$ cat config.mk
export PLATFORM = sky130hd
export DESIGN_NAME = instr_fetch_unit
export DESIGN_NICKNAME = d
export VERILOG_FILES = /design/src/rtl/instr_fetch_unit.sv
export SDC_FILE = /design/constraint.sdc
export NUM_CORES = 1
export LEC_CHECK = 0
export CAP_MARGIN = 20
export CORE_MARGIN = 2
export CORE_UTILIZATION = 33
export CTS_BUF_LIST = sky130_fd_sc_hd__clkbuf_2
export CTS_CLUSTER_DIAMETER = 150
export DETAILED_ROUTE_END_ITERATION = 16
export PLACE_DENSITY_LB_ADDON = 0.05
export SLEW_MARGIN = 20
export SYNTH_ARGS = -nofsm -noshare
export SYNTH_HDL_FRONTEND = slang
export SYNTH_SLANG_ARGS = --single-unit
export TNS_END_PERCENT = 50
$ cat constraint.sdc
create_clock -name clk_i -period 7.95 [get_ports clk_i]
set_clock_uncertainty 0.15 [all_clocks]
set_input_delay 1.1925 -clock clk_i [delete_from_list [all_inputs] [get_ports clk_i]]
set_output_delay 1.1925 -clock clk_i [all_outputs]
set_load 0.05 [all_outputs]
$ cat src/rtl/instr_fetch_unit.sv
// Instruction fetch front end: sequential PC generation, credit-limited word reads,
// an in-order instruction FIFO with PC tags, and redirect flushing of stale responses.
module instr_fetch_unit #(
  parameter int              XLEN     = 32,
  parameter logic [XLEN-1:0] RESET_PC = '0,
  parameter int              DEPTH    = 2
) (
  input  logic            clk_i,
  input  logic            rst_i,
  output logic            imem_req_o,
  output logic [XLEN-1:0] imem_addr_o,
  input  logic            imem_gnt_i,
  input  logic            imem_rvalid_i,
  input  logic [XLEN-1:0] imem_rdata_i,
  input  logic            redirect_i,
  input  logic [XLEN-1:0] redirect_pc_i,
  output logic            instr_valid_o,
  input  logic            instr_ready_i,
  output logic [XLEN-1:0] instr_o,
  output logic [XLEN-1:0] instr_pc_o,
  output logic [6:0]      op_code_o
);

  localparam int AW = (DEPTH > 1) ? $clog2(DEPTH) : 1;
  localparam int CW = AW + 2;
  localparam logic [AW:0]   FIFO_FULL = (AW+1)'(DEPTH);
  localparam logic [CW-1:0] CREDITS   = CW'(DEPTH);
  localparam logic [0:0]    ST_FETCH  = 1'b0;
  localparam logic [0:0]    ST_FLUSH  = 1'b1;

  logic [XLEN-1:0] r_pc;
  logic [0:0]      r_state;
  logic [CW-1:0]   r_outstanding;
  logic [CW-1:0]   r_discard;
  logic [AW:0]     r_count;
  logic [AW-1:0]   r_rdPtr;
  logic [AW-1:0]   r_wrPtr;
  logic [AW-1:0]   r_tagRdPtr;
  logic [AW-1:0]   r_tagWrPtr;
  logic [XLEN-1:0] r_instrMem [DEPTH];
  logic [XLEN-1:0] r_pcMem    [DEPTH];
  logic [XLEN-1:0] r_tagMem   [DEPTH];

  logic [CW-1:0]   w_inflight;
  logic [CW-1:0]   w_redirectCount;
  logic [XLEN-1:0] w_redirectPc;
  logic            w_issue;
  logic            w_fire;
  logic            w_valid;
  logic            w_full;
  logic            w_keepRsp;
  logic            w_pop;
  logic            w_push;
  logic            w_dec;

  // Requests in flight plus buffered words may never exceed the FIFO depth.
  assign w_inflight      = r_outstanding + CW'(r_count);
  assign w_issue         = !rst_i && (r_state == ST_FETCH) && !redirect_i && (w_inflight < CREDITS);
  assign w_fire          = w_issue && imem_gnt_i;
  assign w_valid         = (r_count != '0);
  assign w_full          = (r_count == FIFO_FULL);
  assign w_keepRsp       = imem_rvalid_i && !redirect_i && (r_discard == '0);
  assign w_pop           = w_valid && instr_ready_i && !redirect_i;
  assign w_push          = w_keepRsp && (!w_full || w_pop);
  assign w_dec           = imem_rvalid_i && (r_outstanding != '0);
  // A grant seen during a redirect is counted so its eventual response gets discarded.
  assign w_redirectCount = r_outstanding + CW'(imem_gnt_i) - CW'(w_dec);
  assign w_redirectPc    = redirect_pc_i & ~XLEN'(3);

  assign imem_req_o    = w_issue;
  assign imem_addr_o   = r_pc;
  assign instr_valid_o = w_valid;
  assign instr_o       = w_valid ? r_instrMem[r_rdPtr] : '0;
  assign instr_pc_o    = w_valid ? r_pcMem[r_rdPtr] : '0;
  assign op_code_o     = instr_o[6:0];

  always_ff @(posedge clk_i) begin
    if (rst_i) begin
      r_pc          <= RESET_PC;
      r_state       <= ST_FETCH;
      r_outstanding <= '0;
      r_discard     <= '0;
      r_count       <= '0;
      r_rdPtr       <= '0;
      r_wrPtr       <= '0;
      r_tagRdPtr    <= '0;
      r_tagWrPtr    <= '0;
    end else if (redirect_i) begin
      r_pc          <= w_redirectPc;
      r_outstanding <= w_redirectCount;
      r_discard     <= w_redirectCount;
      r_state       <= (w_redirectCount != '0) ? ST_FLUSH : ST_FETCH;
      r_count       <= '0;
      r_rdPtr       <= '0;
      r_wrPtr       <= '0;
      r_tagRdPtr    <= '0;
      r_tagWrPtr    <= '0;
    end else begin
      if (w_fire) begin
        r_pc       <= r_pc + XLEN'(4);
        r_tagWrPtr <= r_tagWrPtr + AW'(1);
      end
      r_outstanding <= r_outstanding + CW'(w_fire) - CW'(w_dec);
      // Stale responses are dropped; the last one returns the unit to fetching.
      if ((r_state == ST_FLUSH) && imem_rvalid_i) begin
        r_discard <= r_discard - CW'(1);
        if (r_discard == CW'(1)) begin
          r_state <= ST_FETCH;
        end
      end
      if (w_keepRsp) begin
        r_tagRdPtr <= r_tagRdPtr + AW'(1);
      end
      if (w_push) begin
        r_wrPtr <= r_wrPtr + AW'(1);
      end
      if (w_pop) begin
        r_rdPtr <= r_rdPtr + AW'(1);
      end
      r_count <= r_count + (AW+1)'(w_push) - (AW+1)'(w_pop);
    end
  end

  always_ff @(posedge clk_i) begin
    if (w_fire) begin
      r_tagMem[r_tagWrPtr] <= r_pc;
    end
    if (w_push && !rst_i) begin
      r_instrMem[r_wrPtr] <= imem_rdata_i;
      r_pcMem[r_wrPtr]    <= r_tagMem[r_tagRdPtr];
    end
  end

  // A response landing in a full FIFO with no pop means the memory broke the credit contract.
  always_ff @(posedge clk_i) begin
    if (!rst_i) begin
      assert (!(w_keepRsp && w_full && !w_pop));
    end
  end

endmodule
* Word-level counts from Yosys, hierarchy flattened *
Memories as Yosys holds them, arrays and structs flattened. A register that Yosys moved wholly into a read port is not among the register bits.
Cells that the tools add are included.

word-level totals
  register bits after elaboration = 45
  memory bits (writable) = 192
  bits of input ports = 70
  output and inout bits = 105
  logic and storage cells = 76
  memories kept = 3

memory list
  name        words  width  read ports  clocked after Yosys merged registers in  wr ports  line  source
  r_instrMem  2      32     1           1                                        1         40    logic [XLEN-1:0] r_instrMem [DEPTH];
  r_pcMem     2      32     1           1                                        1         41    logic [XLEN-1:0] r_pcMem [DEPTH];
  r_tagMem    2      32     1           1                                        1         42    logic [XLEN-1:0] r_tagMem [DEPTH];

cells by class
  $add $sub $neg = 13
  magnitude comparators = 1
  equal/unequal tests = 2
  mux-type cells = 21
  bitwise logic cells = 1
  reductions and logical operators = 25

operators by type and width
  operator                 count
  $mux W32                 4
  $add A32 B3 Y32 const B  1
  $mux W1                  14
  $logic_and A1 B1 Y1      12
  $mux W3                  3
  $reduce_bool A2 Y1       4
  $add A3 B1 Y3            2
  $reduce_bool A3 Y1       2
  $sub A3 B1 Y3            2
  $add A1 B1 Y1 const B    4
  $add A3 B2 Y3            1
  $eq A3 B1 Y1 const B     1
  $logic_not A1 Y1         3
  $logic_not A3 Y1         1
  $lt A3 B2 Y1 const B     1
  $sub A3 B1 Y3 const B    1
  $add A2 B1 Y2            1
  $eq A2 B2 Y1 const B     1
  $reduce_and A2 Y1        1
  $reduce_or A2 Y1         1
  $sub A2 B1 Y2            1
  $logic_or A1 B1 Y1       1
  $not A1 Y1               1

* Longest topological paths before layout *
Gate-level depths: netlist (run 1).

  depth after elaboration = 8
  gate-level depth with buffers = 11
  depth with buffers taken out = 11

* Worst setup path after synthesis (run 1) *
No wires, ideal clock.

  path kind = input port to flip-flop
  start point = input port redirect_i
  end point = memory r_instrMem[1][0], enable pin
  library setup time = 0.571 ns
  data arrival time = 6.587 ns
  required time = 7.229 ns
  path slack = 0.642 ns
  stages on the path = 5
  buffers on the path = 2
  cells stage by stage = clkbuf_1 -> nor4bb_1 -> clkbuf_1 -> o31ai_1 -> nor3b_1

between the ends
  longest elaborated chain between the ends = 7
  elaborated cells on any way between the ends = 9
  those cells by class = mux (2); reduce/logical (7)

RTL lines
  element                                                           line    source
  start: declaration                                                15      input logic redirect_i,
  $logic_not A1 Y1 *                                                62, 63
  $logic_and A1 B1 Y1 (on tied branches)                            62, 63
  $logic_and A1 B1 Y1 / $logic_or A1 B1 Y1 (equally long branches)  62, 64
  $logic_and A1 B1 Y1 *                                             64      assign w_push = w_keepRsp && (!w_full || w_pop);
  $logic_and A1 B1 Y1 *                                             128     if (w_push && !rst_i) begin
  $mux W1 *                                                         128
  $mux W1 (not written as such) *                                   129     r_instrMem[r_wrPtr] <= imem_rdata_i;
  end: declaration                                                  40

Every way passes the cells marked *; elsewhere a longest branch is shown, timed or not.

* Final worst setup path (run 1) *
  start point = input port rst_i
  end point = output port imem_req_o

between the ends
  longest elaborated chain between the ends = 4

RTL lines
  element                           line  source
  start: declaration                9     input logic rst_i,
  $logic_not A1 Y1                  n/a
  $logic_and A1 B1 Y1 (3 in a row)  58    assign w_issue = !rst_i && (r_state == ST_FETCH) && !redirect_i && (w_inflight < CREDITS);
  end: declaration                  10    output logic imem_req_o,

No other way between the ends.

==> metrics.csv, run 1 <==
stage,metric,value,unit
timing,rsz0062_at_grt,no,
clock_tree,clk_path_buf_depth,3,
clock_tree,clk_latency,830,ps
timing,setup_ws,3130,ps
timing,finalCritPeriodShare,60.6,%
clock_tree,postCtsSetupBuffers,0,
finish,drive_gt1_share,15.8,%
clock_tree,numCtsBuffers,59,
timing,slew_headroom,38.4,%
timing,setup_violations,0,
synth,synth_top_family_by_area,multiplexers,
route,vias_per_cell,4.65,
synth,synthFlopType,edfxtp_1,
status,status,"complete, no violations",
timing,fmax,208,MHz
finish,multi_input_area,2880,um^2
finish,seqCellArea,6430,um^2
finish,fillers,2734,
worst_hold_path,hold_path.class,reg -> reg,
synth,ys_top_cells_by_area,"edfxtp_1 58%, dfxtp_1 9.4%, mux2i_1 6.7%",
clock_tree,cts_num_sinks,229,
route,post-route-drc-count,0,
global_route,antenna_found_initial,1,
flow_run,cap_violations,0,
critical_path,required,6610,ps
global_route,grt_util_all_layers,14.7,%
synth,synth_edf_count,184,
critical_path,crit_arrival,3470,ps
floorplan,die_w,175,um
floorplan,die_area,30500,um^2
timing,drv_slew,0,
route,routed_wl,22400,um
synth,yosys.area_share.xor_xnor,3.55,%
synth,synth-adder-area-share,1.80,%
synth,synth-compound-area-share,3.98,%
critical_path,critPathKind,in -> out,
synth,seq_area_frac_synth,66.9,%
timing,whs,360,ps
timing,period_needed,4820,ps
critical_path,critPathLaunchType,input port,
clock_tree,cts_tree,done,
global_route,grt_overflow_total,0,
synth,muxShareOfSynthArea,10.2,%
global_route,grt_max_degree,64,
synth,yosys.cell_types.count,61,
floorplan,coreArea,28700,um^2
synth,yosys.area.top_type,edfxtp_1,
route,drt_iter0_markers,277,
finish,syn_to_final_growth,25.9,%
timing,worstMarginPinSlew,924,ps
route,vias,6068,
critical_path,cp-end-kind,output port,
timing,hold_viol,0,
synth,syn_avg_cell_area,14.0,um^2
floorplan,initial_core_util,33.4,%
placement,place_congestion,0.788,
timing,tns,0,ps
clock_tree,cts_resized,0,
synth,yosys_register_bits,229,
floorplan,num_rows,62,
clock_tree,clock-root-buffer,clkbuf_2,
route,dr.pass1.iters,4,
floorplan,die_h,175,um
synth,yosys_warnings,0,
floorplan,ioPinCount,175,
power,p_leak,3.91,nW
finish,final_common_cell,edfxtp_1,
power,powerDensity,215,nW/um^2
clock_tree,path_clk_slew,100,ps
synth,async_flop_share,0,%
global_route,grt_pass1_wl,35200,um
critical_path,critPathMaxFanout,41,
finish,final_nets,966,
placement,pre_cts_ws,3120,ps
synth,synth_top_area_share,57.6,%
clock_tree,cts_max_level,2,
route,final_antenna_net_count,0,
power,ir_worst_vdd,0.100,mV
synth,syn_area,9600,um^2
placement,dp_hpwl,14000,um
placement,io_buffers,168,
route,wire_per_inst,17.2,um
synth,synthSimpleGateAreaFrac,10.2,%
global_route,grt_pass1_vias,6490,
finish,layout_common_cells,"184 x edfxtp_1, 168 x clkdlybuf4s50_1, 97 x nor2_1",
clock_tree,ctsHoldBuffers,0,
synth,syn_inst,687,
-- cell usage after synthesis, drive strengths merged, types with 3 or more instances --
cell / n
xnor2: 31
nand3: 10
o21ai: 4
o22ai: 4
nand4: 9
nor3: 13
mux2i: 64
buf: 19
and2: 6
nand2: 31
nor4: 9
edfxtp: 184
a31oi: 3
dfxtp: 45
mux2: 30
inv: 14
ha: 9
and3: 5
fa: 3
a211oi: 19
xor2: 7
clkbuf: 25
a21oi: 13
nor2: 99
-- kinds of logic (layout without fill, tap and decap cells) --
family          count (synthesis)  in the layout
flops                         229            229
mux                            94             94
simple gates                  197            197
buf+inv                        61            290
compound gates                 55             55
xor+xnor                       38             38
fa+ha+maj                      12             12
other cells                     1              5
-- flip-flops by register name, summed over array words and instances (netlist names), named ones only --
| signal | count |
|---|---|
| r_instrMem | 64 |
| r_pcMem | 60 |
| r_tagMem | 60 |
| imem_addr_o | 30 |
| r_discard | 3 |
| r_outstanding | 3 |
| r_count | 2 |
| r_rdPtr | 1 |
| r_state | 1 |
| r_tagRdPtr | 1 |
| r_tagWrPtr | 1 |
| r_wrPtr | 1 |
-- critical path, cell delays in order --
cell and delay, ps:
clkdlybuf4s50_1 390, buf_4 280, or2_2 460, nor3_1 270
clkdlybuf4s50_1 850
-- per-stage QoR --
step	util [%]	area (um^2)	total power, W	cells
6_report	42.1	12100	0.00260	1304
5_1_grt	42.1	12100	0.00275	1304
4_1_cts	42.1	12100	0.00265	1303
3_5_place_dp	40.5	11600	0.00192	1207
3_3_place_gp	40.4	11600	0.00190	1206
2_1_floorplan	-	9610	0.00175	690
-- power by group --
group | internal (W) | switching, W | total [W]
combinational | 0.000180 | 0.000279 | 0.000460
sequential | 0.00137 | 0.0000517 | 0.00142
clock | 0.000262 | 0.000454 | 0.000716
total | 0.00181 | 0.000785 | 0.00260
-- layout make-up --
cell class / instances / share of cell area [%]
Clock buffer: 77 / 3.19
Multi-Input combinational cell: 400 / 23.8
Clock inverter: 19 / 0.611
Sequential cell: 229 / 53.2
Timing Repair Buffer: 179 / 14.7
Inverter: 15 / 0.466
Antenna cell: 1 / 0.0207
Tap cell: 384 / 3.97
-- path summary, 6_finish.rpt --
kind	cells after the start	slack (ps)	start	endpoint
worst max-delay path	5	3130	rst_i	imem_req_o
worst max register to register	11	4340	r_count[0]	r_outstanding[2]
worst min register to register	2	360	r_rdPtr	flop
worst min-delay path	2	360	r_rdPtr	flop
-- per-layer routing --
layer	global-route usage (%)	share of wire (%)	wire length, um
met5	0	0	0
met2	24.4	46	10300
met4	5.45	2.6	576
met3	4.05	6.5	1460
met1	18.4	45	10000
Power figures use the tool's default switching activity.
==> run 2: changes to the inputs <==
==> constraint.sdc (replaced) <==
create_clock -name clk_i -period 4.8 [get_ports clk_i]
set_clock_uncertainty 0.15 [all_clocks]
set_input_delay 0.72 -clock clk_i [delete_from_list [all_inputs] [get_ports clk_i]]
set_output_delay 0.72 -clock clk_i [all_outputs]
set_load 0.05 [all_outputs]
==> metrics.csv, run 2 (same netlist as run 1, synthesis figures left out) <==
stage,metric,value,unit
floorplan,die_area,30500,um^2
clock_tree,clock-root-buffer,clkbuf_2,
finish,layout_common_cells,"184 x edfxtp_1, 167 x clkdlybuf4s50_1, 97 x nor2_1",
placement,dp_hpwl,14600,um
placement,placed_area,11700,um^2
floorplan,die_h,175,um
route,highest_layer,met4,
timing,tns,0,ps
finish,syn_to_final_growth,26.8,%
floorplan,num_rows,62,
route,wire_per_inst,17.6,um
timing,slew_headroom,44.8,%
global_route,grt_max_degree,59,
global_route,antenna_found_initial,1,
clock_tree,path_clk_slew,100,ps
placement,io_buffers,168,
route,drt_iter0_markers,320,
timing,drv_slew,0,
timing,finalCritPeriodShare,83.5,%
route,met2WireLength,11000,um
global_route,grt_util_all_layers,15.0,%
worst_hold_path,hold_path.class,in -> reg,
clock_tree,ctsHoldBuffers,0,
critical_path,cp-end-kind,output port,
critical_path,critPathKind,reg -> out,
timing,worstMarginPinSlew,826,ps
finish,largest_registers,"r_instrMem x64, r_pcMem x60, r_tagMem x60",
timing,fmax,250,MHz
finish,drive_gt1_share,16.9,%
route,vias_per_cell,4.64,
floorplan,coreArea,28700,um^2
route,dr.pass1.iters,4,
timing,rsz0062_at_grt,no,
clock_tree,clk_latency,830,ps
global_route,grt_pass1_vias,6306,
clock_tree,numCtsBuffers,58,
critical_path,crit_arrival,3140,ps
timing,hold_viol,0,
clock_tree,clk_path_buf_depth,3,
placement,place_congestion,0.766,
route,post-route-drc-count,0,
clock_tree,postCtsSetupBuffers,0,
critical_path,reg2reg_slack,1310,ps
clock_tree,cts_tree,done,
flow_run,cap_violations,0,
floorplan,die_w,175,um
finish,final_nets,967,
global_route,grt_overflow_total,0,
finish,largest_register,r_instrMem,
critical_path,critPathLaunchType,flop,
timing,whs,284,ps
route,routed_wl,23000,um
route,final_antenna_net_count,0,
clock_tree,cts_num_sinks,229,
power,p_leak,3.97,nW
clock_tree,cts_resized,0,
global_route,grt_pass1_wl,35400,um
route,vias,6098,
timing,period_needed,4010,ps
finish,finalInstanceArea,12200,um^2
clock_tree,cts_max_level,2,
route,wl_met1,10300,um
placement,place_inst,1209,
critical_path,required,3930,ps
power,ir_worst_vdd,0.164,mV
power,powerDensity,357,nW/um^2
finish,largest_reg_flops,64,
critical_path,critPathMaxFanout,41,
status,status,"complete, no violations",
floorplan,ioPinCount,175,
route,wl_met3,1220,um
timing,setup_violations,0,
floorplan,initial_core_util,33.4,%
finish,fin_cells,1313,
finish,final_common_cell,edfxtp_1,
==> run 2: worst max-delay path: stages, from the launching register on <==
cell             delay (ps)
dfxtp_4                 860
buf_4                   400
mux2i_1                 110
nor2_1                  140
clkdlybuf4s50_1         820
==> run 2: area by class of cell <==
class / count / area, um^2
diodes: 1 / 2.50
clock buffers: 83 / 415
clock inverters: 20 / 83.8
fillers: 2739 / 16500
inverters: 15 / 56.3
multi-input cells: 400 / 2890
flip-flops and latches: 229 / 6430
well taps: 384 / 480
repair buffers: 181 / 1810
==> run 2: per-stage QoR <==
step / power, W / setup slack [ps] / util (%)
after floorplan: 0.00290 / -1700 / -
after global placement: 0.00315 / 1280 / 40.7
after detailed placement: 0.00317 / 1260 / 40.7
after CTS: 0.00444 / 639 / 42.4
after global routing: 0.00460 / 549 / 42.4
final: 0.00435 / 794 / 42.4
==> run 2: worst paths after layout <==
path	from	endpoint	cells past startpoint
worst max-delay path	flop	instr_o[29]	4
worst min register to register	r_rdPtr	flop	2
worst min-delay path	redirect_pc_i[4]	imem_addr_o[4]	3
worst max register to register	r_count[1]	r_outstanding[2]	11
==> run 2: layer usage <==
metal	vias to the layer above	GRT usage [%]
li1	2943	-
met1	2921	18.7
met4	0	5.17
met3	50	3.70
met2	184	25.4
met5	-	0
==> run 2: power breakdown <==
part / total, W / internal, W / leakage [nW] / switching [W]
Combinational: 0.000771 / 0.000303 / 1.54 / 0.000467
Clock: 0.00123 / 0.000467 / 0.387 / 0.000760
Sequential: 0.00235 / 0.00227 / 2.05 / 0.0000847
==> RTL change, RTL diff (flow settings as in run 1) <==
`DEPTH`: 2 -> 4.
--- a/src/rtl/instr_fetch_unit.sv
+++ b/src/rtl/instr_fetch_unit.sv
@@ -4,5 +4,5 @@
   parameter int              XLEN     = 32,
   parameter logic [XLEN-1:0] RESET_PC = '0,
-  parameter int              DEPTH    = 2
+  parameter int              DEPTH    = 4
 ) (
   input  logic            clk_i,
Check against the original RTL: not equivalent (Yosys sat finds a counterexample within 4 cycles, from zero or initial values and one cycle with rst_i high).
==> RTL change against run 1 <==
Routed wire length rose by 75%; non-clock buffer count rose by 6; register-to-register slack got worse by 0.54 ns; sequential cell count up 193; worst hold slack better by 0.021 ns; core utilization down 1.9 points; fmax shrank 11%; total power rose by 78%; setup slack lost 0.58 ns; area after synthesis increased by 76%; combinational power increased by 40%; design area increased by 68%; critical path type is now register to output pin.
==> RTL change: results (changes against run 1) <==
Synth area leaders -> edfxtp_1, mux4_2, dfxtp_1
Routed length on met1 -> 17300 um (+73%)
Grt met1 use -> 19.0% (+0.57 points)
Insertion delay to the later sink of the worst-skew pair -> 1.05 ns (+0.22 ns)
Mapped Cells -> 948 (+38%)
EDFF count, synth -> 368 (+100%)
XOR/XNOR Fraction of Synth Area -> 0.880% (-2.7 points)
Via/cell ratio -> 4.76 (+2.4%)
Hold Startpoint -> r_rdPtr[1]
CP max stage cell -> buf_4
Gr usage total -> 15.0% (+0.24 points)
Launching point of the worst reg2reg path -> r_outstanding[1]
Metal3 WL -> 2240 um (+53%)
Detailed route wirelength on metal2 -> 19000 um (+83%)
Top Registers -> r_instrMem (128), r_pcMem (120), r_tagMem (120)
Final min period -> 5.40 ns (+0.579 ns)
Seq/Total Area, Yosys -> 71.7% (+4.7 points)
Largest net degree at the start of global routing -> 54 (-16%)
Peak supply drop -> 0.0000931 V (-6.9%)
Placed inst area -> 19300 um2 (+66%)
Leakage power -> 6.50 nW (+66%)
Wire per inst -> 20.2 um (+18%)
Final Wtd Congestion -> 0.719 (-8.9%)
Via Count -> 9263 (+53%)
Layout cells sized above 1 -> 23.5% (+7.8 points)
Mux contribution to synthesized area -> 12.6% (+2.4 points)
Top post-synthesis cells by count -> edfxtp_1, mux4_2, nor2b_1
Placed cell count -> 1746 (+45%)
Worst setup SP type -> register
Reg2Reg Depth -> 12 (+1)
Distinct cells, synth -> 54 (-11%)
Compound-cell area share of the yosys netlist -> 3.67% (-0.30 points)
Met3 Usage GRT -> 3.79% (-0.25 points)
Outcome -> finished clean
Number of DRC markers in iteration 0 -> 464 (+68%)
Hpwl dp -> 23400 um (+67%)
Worst Path Arrival -> 4.05 ns (+0.58 ns)
M2 GR Usage -> 24.6% (+0.23 points)
Rel. slew slack -> 38.2% (-0.18 points)
Hold_ws -> 0.380 ns (+0.0205 ns)
CP max FO -> 39 (-4.9%)
R2r endpoint -> r_outstanding[1]
## RTL change: cell types whose count changed after synthesis, moves of 14 or more
cell,delta
edfxtp_1,+184
mux4_2,+92
nor2b_1,+62
mux2i_1,-59
nor2_1,-50
mux2_2,-29
xnor2_1,-19
inv_1,+17
a311oi_1,+16
ha_1,+14
nand2_1,-14
## RTL change: power by group through the flow
stage / Combinational [mW] / Clock, mW / Sequential, mW
floorplan: 0.418 / 0 / 2.61
global placement: 0.655 / 0 / 2.60
detailed placement: 0.655 / 0 / 2.61
CTS: 0.658 / 1.50 / 2.56
global route: 0.708 / 1.61 / 2.56
finish: 0.644 / 1.42 / 2.55
## RTL change: cell type report
class / count / area, um2
Inverter: 32 / 120
Sequential cell: 422 / 12100
Timing Repair Buffer: 185 / 1810
Multi-Input combinational cell: 435 / 4410
Antenna cell: 2 / 5.00
Clock inverter: 28 / 106
Tap cell: 672 / 841
Fill cell: 4749 / 30100
Clock buffer: 168 / 841
